==> src/rtl/id_ex_pipe_reg.sv <==
// ID/EX pipeline register with load-use hazard detection, flush and memory-stall freeze.
// Define PIPE_STATS_EN to add the saturating bubble_cnt statistics output.
module id_ex_pipe_reg (
    input  logic        clk,
    input  logic        rst,
    input  logic        mem_stall,
    input  logic        flush,
    input  logic        IF_ID_valid,
    input  logic [3:0]  IF_ID_RegRd1,
    input  logic [3:0]  IF_ID_RegRd2,
    input  logic [3:0]  IF_ID_RegWd,
    input  logic        IF_ID_uses_rd2,
    input  logic        IF_ID_RegWrite,
    input  logic        IF_ID_MemRead,
    input  logic        IF_ID_MemWrite,
    input  logic        IF_ID_ALUsrc,
    input  logic [3:0]  IF_ID_ALUop,
    input  logic [15:0] IF_ID_Rd1Data,
    input  logic [15:0] IF_ID_Rd2Data,
    input  logic [15:0] IF_ID_Imm,
    output logic        ID_EX_valid,
    output logic        ID_EX_RegWrite,
    output logic        ID_EX_MemRead,
    output logic        ID_EX_MemWrite,
    output logic        ID_EX_ALUsrc,
    output logic [3:0]  ID_EX_RegRd1,
    output logic [3:0]  ID_EX_RegRd2,
    output logic [3:0]  ID_EX_RegWd,
    output logic [3:0]  ID_EX_ALUop,
    output logic [15:0] ID_EX_Rd1Data,
    output logic [15:0] ID_EX_Rd2Data,
    output logic [15:0] ID_EX_Imm,
`ifdef PIPE_STATS_EN
    output logic        stall_fd,
    output logic [15:0] bubble_cnt
`else
    output logic        stall_fd
`endif
);

    typedef struct packed {
        logic        valid;
        logic        regWrite;
        logic        memRead;
        logic        memWrite;
        logic        aluSrc;
        logic [3:0]  regRd1;
        logic [3:0]  regRd2;
        logic [3:0]  regWd;
        logic [3:0]  aluOp;
        logic [15:0] rd1Data;
        logic [15:0] rd2Data;
        logic [15:0] imm;
    } stageT;

    stageT decodeIn;
    stageT idExQ;
    logic  loadUse;
    logic  insertBubble;

    assign decodeIn = '{
        valid:    IF_ID_valid,
        regWrite: IF_ID_RegWrite,
        memRead:  IF_ID_MemRead,
        memWrite: IF_ID_MemWrite,
        aluSrc:   IF_ID_ALUsrc,
        regRd1:   IF_ID_RegRd1,
        regRd2:   IF_ID_RegRd2,
        regWd:    IF_ID_RegWd,
        aluOp:    IF_ID_ALUop,
        rd1Data:  IF_ID_Rd1Data,
        rd2Data:  IF_ID_Rd2Data,
        imm:      IF_ID_Imm
    };

    // Store data (RegRd2 of a store) is exempt: the MEM stage forwards load->store data.
    always_comb begin
        loadUse = IF_ID_valid & idExQ.valid & idExQ.memRead &
                  ((idExQ.regWd == IF_ID_RegRd1) |
                   (IF_ID_uses_rd2 & ~IF_ID_MemWrite & (idExQ.regWd == IF_ID_RegRd2)));
        insertBubble = flush | loadUse;
        stall_fd     = loadUse & ~flush;
    end

    always_ff @(posedge clk or posedge rst) begin
        if (rst) begin
            idExQ <= '0;
        end else if (!mem_stall) begin
            if (insertBubble) begin
                idExQ <= '0;
            end else begin
                idExQ <= decodeIn;
            end
        end
    end

`ifdef PIPE_STATS_EN
    logic [15:0] bubbleCnt;

    always_ff @(posedge clk or posedge rst) begin
        if (rst) begin
            bubbleCnt <= '0;
        end else if (!mem_stall && insertBubble && (bubbleCnt != '1)) begin
            bubbleCnt <= bubbleCnt + 16'd1;
        end
    end

    assign bubble_cnt = bubbleCnt;
`endif

    assign ID_EX_valid    = idExQ.valid;
    assign ID_EX_RegWrite = idExQ.regWrite;
    assign ID_EX_MemRead  = idExQ.memRead;
    assign ID_EX_MemWrite = idExQ.memWrite;
    assign ID_EX_ALUsrc   = idExQ.aluSrc;
    assign ID_EX_RegRd1   = idExQ.regRd1;
    assign ID_EX_RegRd2   = idExQ.regRd2;
    assign ID_EX_RegWd    = idExQ.regWd;
    assign ID_EX_ALUop    = idExQ.aluOp;
    assign ID_EX_Rd1Data  = idExQ.rd1Data;
    assign ID_EX_Rd2Data  = idExQ.rd2Data;
    assign ID_EX_Imm      = idExQ.imm;

endmodule

==> config.mk <==
export PLATFORM = sky130hd
export DESIGN_NAME = id_ex_pipe_reg
export DESIGN_NICKNAME = d
export VERILOG_FILES = /design/src/rtl/id_ex_pipe_reg.sv
export SDC_FILE = /design/constraint.sdc
export NUM_CORES = 1
export LEC_CHECK = 0
export ABC_AREA = 1
export CAP_MARGIN = 20
export CORE_AREA = 3 3 123 125
export DETAILED_ROUTE_END_ITERATION = 10
export DIE_AREA = 0 0 126 128
export SLEW_MARGIN = 40
export SYNTH_ARGS = -nofsm -noshare
export SYNTH_HDL_FRONTEND = slang
export SYNTH_SLANG_ARGS = --single-unit
==> constraint.sdc <==
create_clock -name clk -period 2.65 [get_ports clk]
set_input_delay 0.3975 -clock clk [delete_from_list [all_inputs] [get_ports clk]]
set_output_delay 0.3975 -clock clk [all_outputs]
set_load 0.02 [all_outputs]
== Word level (Yosys, flattened, before mapping) ==
Cells that the tools add are included.

* Bits in registers: 69
* Input bits: 74
* Word-level logic and storage cells: 25

* Equal/unequal tests: 2
* Multiplexer cells: 1
* Bitwise gates (word level): 10

{| class="wikitable"
|+ Operator list
! operator !! number
|-
| 69-bit two-way mux || 1
|-
| 4-bit equality test || 2
|-
| 1-bit AND || 6
|-
| 1-bit inverter || 2
|-
| 1-bit OR || 2
|}

== Logic depth before layout (Yosys ltp) ==
* Depth after elaboration: 7
* Mapped depth: 10
* Mapped depth without buffers: 9

== Worst setup path before layout ==
No wires, ideal clock.

* Path kind: register to output
* From: reg idExQ, in the netlist ID_EX_RegWd[0]
* To: out stall_fd
* Arrival time: 1.454 ns
* Path slack: 0.798 ns
* Stages on the path, launching flop included: 10
* Cell sequence: dfrtp_1 > inv_1 > nand2_1 > nand2_1 > nor2_1 > nand3_1 > nand2_1 > nand2_4 > clkbuf_8 > nor2_1

* Cells in the longest elaborated chain, start to end: 5
* Elaborated cells between the ends (all ways): 6
* Those cells by class: 2 x eq/ne; 4 x bitwise

{| class="wikitable"
|+ Ends and longest elaborated chain
! element !! RTL line !! text
|-
| from (decl) || 57 || <nowiki>stageT idExQ;</nowiki>
|-
| from (signal assigned) || 92 || <nowiki>idExQ <= decodeIn;</nowiki>
|-
| 4-bit equality test || 80 || <nowiki>(IF_ID_uses_rd2 & ~IF_ID_MemWrite & (idExQ.regWd == IF_ID_RegRd2)));</nowiki>
|-
| 1-bit AND || 80 ||
|-
| 1-bit OR * || 79 || <nowiki>((idExQ.regWd == IF_ID_RegRd1) |</nowiki>
|-
| 1-bit AND * || 78 || <nowiki>loadUse = IF_ID_valid & idExQ.valid & idExQ.memRead &</nowiki>
|-
| 1-bit AND * || 82 || <nowiki>stall_fd = loadUse & ~flush;</nowiki>
|-
| to (decl) || 37 || <nowiki>output logic stall_fd</nowiki>
|}

Mark *: on every way between the ends. The rest lies on a longest branch, timed or not.

== Final worst setup path ==
* From: in IF_ID_RegRd2[1]
* To: out stall_fd

* Cells in the longest elaborated chain, start to end: 5

{| class="wikitable"
|+ Ends and longest elaborated chain
! element !! RTL line !! text
|-
| from (decl) || 10 || <nowiki>input logic [3:0] IF_ID_RegRd2,</nowiki>
|-
| 4-bit equality test || 80 ||
|-
| 1-bit AND || 80 ||
|-
| 1-bit OR || 79 ||
|-
| 1-bit AND || 78 ||
|-
| 1-bit AND || 82 ||
|}

Every way passes these cells.

==> metrics.csv <==
metric,value,unit
clkTransAtPathRegs,0.05,ns
vias,3280,
post_cts_buffers,0,
rows,43,
drv_cap,0,
setup_tns,0,ns
area_growth_syn_to_layout,52.07,%
die_area,16130,µm²
diodes,0,
path_class,input port to output port,
rsz0062_at_grt,no,
detailed_place_hpwl,6.508,mm
cts-resized-gates,0,
status,completed,
fin_hold_ws,0.4372,ns
setup_violations,0,
final_area,5295,µm²
crit_arrival,2.09,ns
endpoint_kind,output port,
holdBufCountCts,0,
yosys_warnings,0,
drive_above_1_share,0.05065,
clock_latency,0.33,ns
io_pins,144,
avgSynthCellArea,7.269,µm²
required,2.25,ns
grt_usage,0.1199,
crit_chain,clkdlybuf4s50_1 -> inv_1 -> nand2_1 -> nand2_1 -> nor2_1 -> nand3_1 -> nand2_1 -> nand2_4 -> nor2_1 -> clkdlybuf4s50_1,
p_leak,2.808,nW
ys_seq_area_frac,0.4959,
start_kind,input port,
layout_common_cells,"nand2_1, clkdlybuf4s50_1, nor2_1, inv_1, dfrtp_1",
drt_iter0_markers,136,
initial_utilization,0.2489,
clock_skew,0.003952,ns
place_area,5029,µm²
grt_max_degree,139,
cts_root_buffer,clkbuf_16,
critPathMostFrequentCell,nand2_1,
synth-seq-cells,69,
yosysUniqueCellTypes,16,
wirelength,9.699,mm
nets,683,
slew_headroom,0.4653,
syn_area,3482,µm²
grt-ovfl-total,0,
cts_tree,yes,
powerDensity,545.0,nW/µm²
ir_worst_vdd,0.2262,mV
syn_nets,553,
antenna_found_initial,0,
drt-pass1-iter-count,4,
cts_buffers,9,
layout_commonest_cell,nand2_1,
drc,0,
post_drt_wl_per_cell,12.25,µm
fill_cells,1463,
hold_viol_final,0,
cts.path.max_buffers,2,
viasPerCell,4.141,
globalplace.congestion,0.7849,
clock_sinks,69,
fp.coreArea,13990,µm²
slew_violations,0,
slowest_stage,clkdlybuf4s50_1,
min_period,2.484,ns
max_freq,402.7,MHz
min_path_type,input port to async pin,
grt_pass1_vias,3277,
htree_levels,3,
die_h,128,µm
final.period_utilization,0.9372,
synthCells,479,
io_buffer_count,143,
cp_max_fo,2,
tightest_slew,0.8020,ns
die_x,126,µm
grt_pass1_wl,15.93,mm
antenna_left,0,
slowest_delay,0.61,ns
## stage by stage
stage / utilization / total power, mW / setup WS (ns) / cells
after floorplan: - / 1.494 / 0.5126 / 479
after global placement: 0.3595 / 1.823 / 0.1113 / 778
after detailed placement: 0.3595 / 1.830 / 0.1250 / 778
after CTS: 0.3785 / 2.943 / 0.1206 / 792
after global routing: 0.3785 / 3.047 / 0.007581 / 792
final: 0.3785 / 2.886 / 0.1665 / 792
## path summary, 6_finish.rpt
check / from / to / slack, ns / cells past startpoint
hold / removal: rst / ID_EX_Rd1Data[4]$_DFFE_PP0N_ / 0.44 / 2
max in group asynchronous: rst / ID_EX_Rd1Data[6]$_DFFE_PP0N_ / 1.61 / 3
hold reg to reg: ID_EX_RegRd1[0]$_DFFE_PP0N_ / ID_EX_RegRd1[0]$_DFFE_PP0N_ / 0.48 / 2
setup reg to reg: ID_EX_RegWd[3]$_DFFE_PP0N_ / ID_EX_Rd1Data[10]$_DFFE_PP0N_ / 0.70 / 8
setup / recovery: IF_ID_RegRd2[1] / stall_fd / 0.17 / 10
min in group clk: ID_EX_RegRd1[0]$_DFFE_PP0N_ / ID_EX_RegRd1[0]$_DFFE_PP0N_ / 0.48 / 2
## power breakdown
part / internal [mW] / switching (mW)
registers: 1.14 / 0.0524
logic: 0.305 / 0.311
clock network: 0.670 / 0.412
## critical path, delay by kind of cell
family | cells | cell delay [ns]
buf+inv | 3 | 1.16
simple gates | 7 | 0.53
## sequential cells by signal, summed over array words and instances (netlist names)
signal,cells
ID_EX_Imm,16
ID_EX_RegRd2,4
ID_EX_RegWd,4
ID_EX_ALUop,4
ID_EX_Rd1Data,16
ID_EX_RegWrite,1
ID_EX_MemWrite,1
ID_EX_MemRead,1
ID_EX_RegRd1,4
ID_EX_Rd2Data,16
ID_EX_valid,1
ID_EX_ALUsrc,1
## Yosys cell counts
cell type / n / area share
buf_6: 5 / 0.016
clkbuf_8: 1 / 0.0040
buf_4: 2 / 0.0043
buf_2: 6 / 0.0086
nand2_1: 156 / 0.17
a21oi_1: 1 / 0.0014
clkinv_1: 1 / 0.0011
dfrtp_1: 69 / 0.50
and3_1: 1 / 0.0018
nand2_4: 1 / 0.0032
nand3_1: 61 / 0.088
clkbuf_1: 15 / 0.016
xor2_1: 2 / 0.0050
inv_1: 74 / 0.080
nor2_1: 75 / 0.081
nand3_2: 9 / 0.026
## routing by layer
layer	GRT usage	wire, µm
met1	0.1575	4620
met2	0.1818	4106
met3	0.04083	814
met4	0.04795	157
met5	0	0
## logic make-up (layout without fill, tap and decap cells)
family / count (synthesis) / in the layout / share of synthesized area
AOI/OAI and AO/OA: 1 / 1 / 0.001436
DFF: 69 / 69 / 0.4959
and+or+nand+nor: 303 / 303 / 0.3676
buffers and inverters: 104 / 237 / 0.1301
xor gates and xnor gates: 2 / 2 / 0.005031
## final cells by class
type | count | area, µm² | area share
timing repair buffer | 148 | 1491 | 0.2817
tap | 180 | 225.2 | 0.04253
inverter | 75 | 282.8 | 0.05340
clock buffer | 12 | 256.5 | 0.04844
multi-input combinational | 306 | 1303 | 0.2460
clock inverter | 2 | 10.01 | 0.001890
sequential | 69 | 1727 | 0.3261
(Power assumes the default switching activity.)
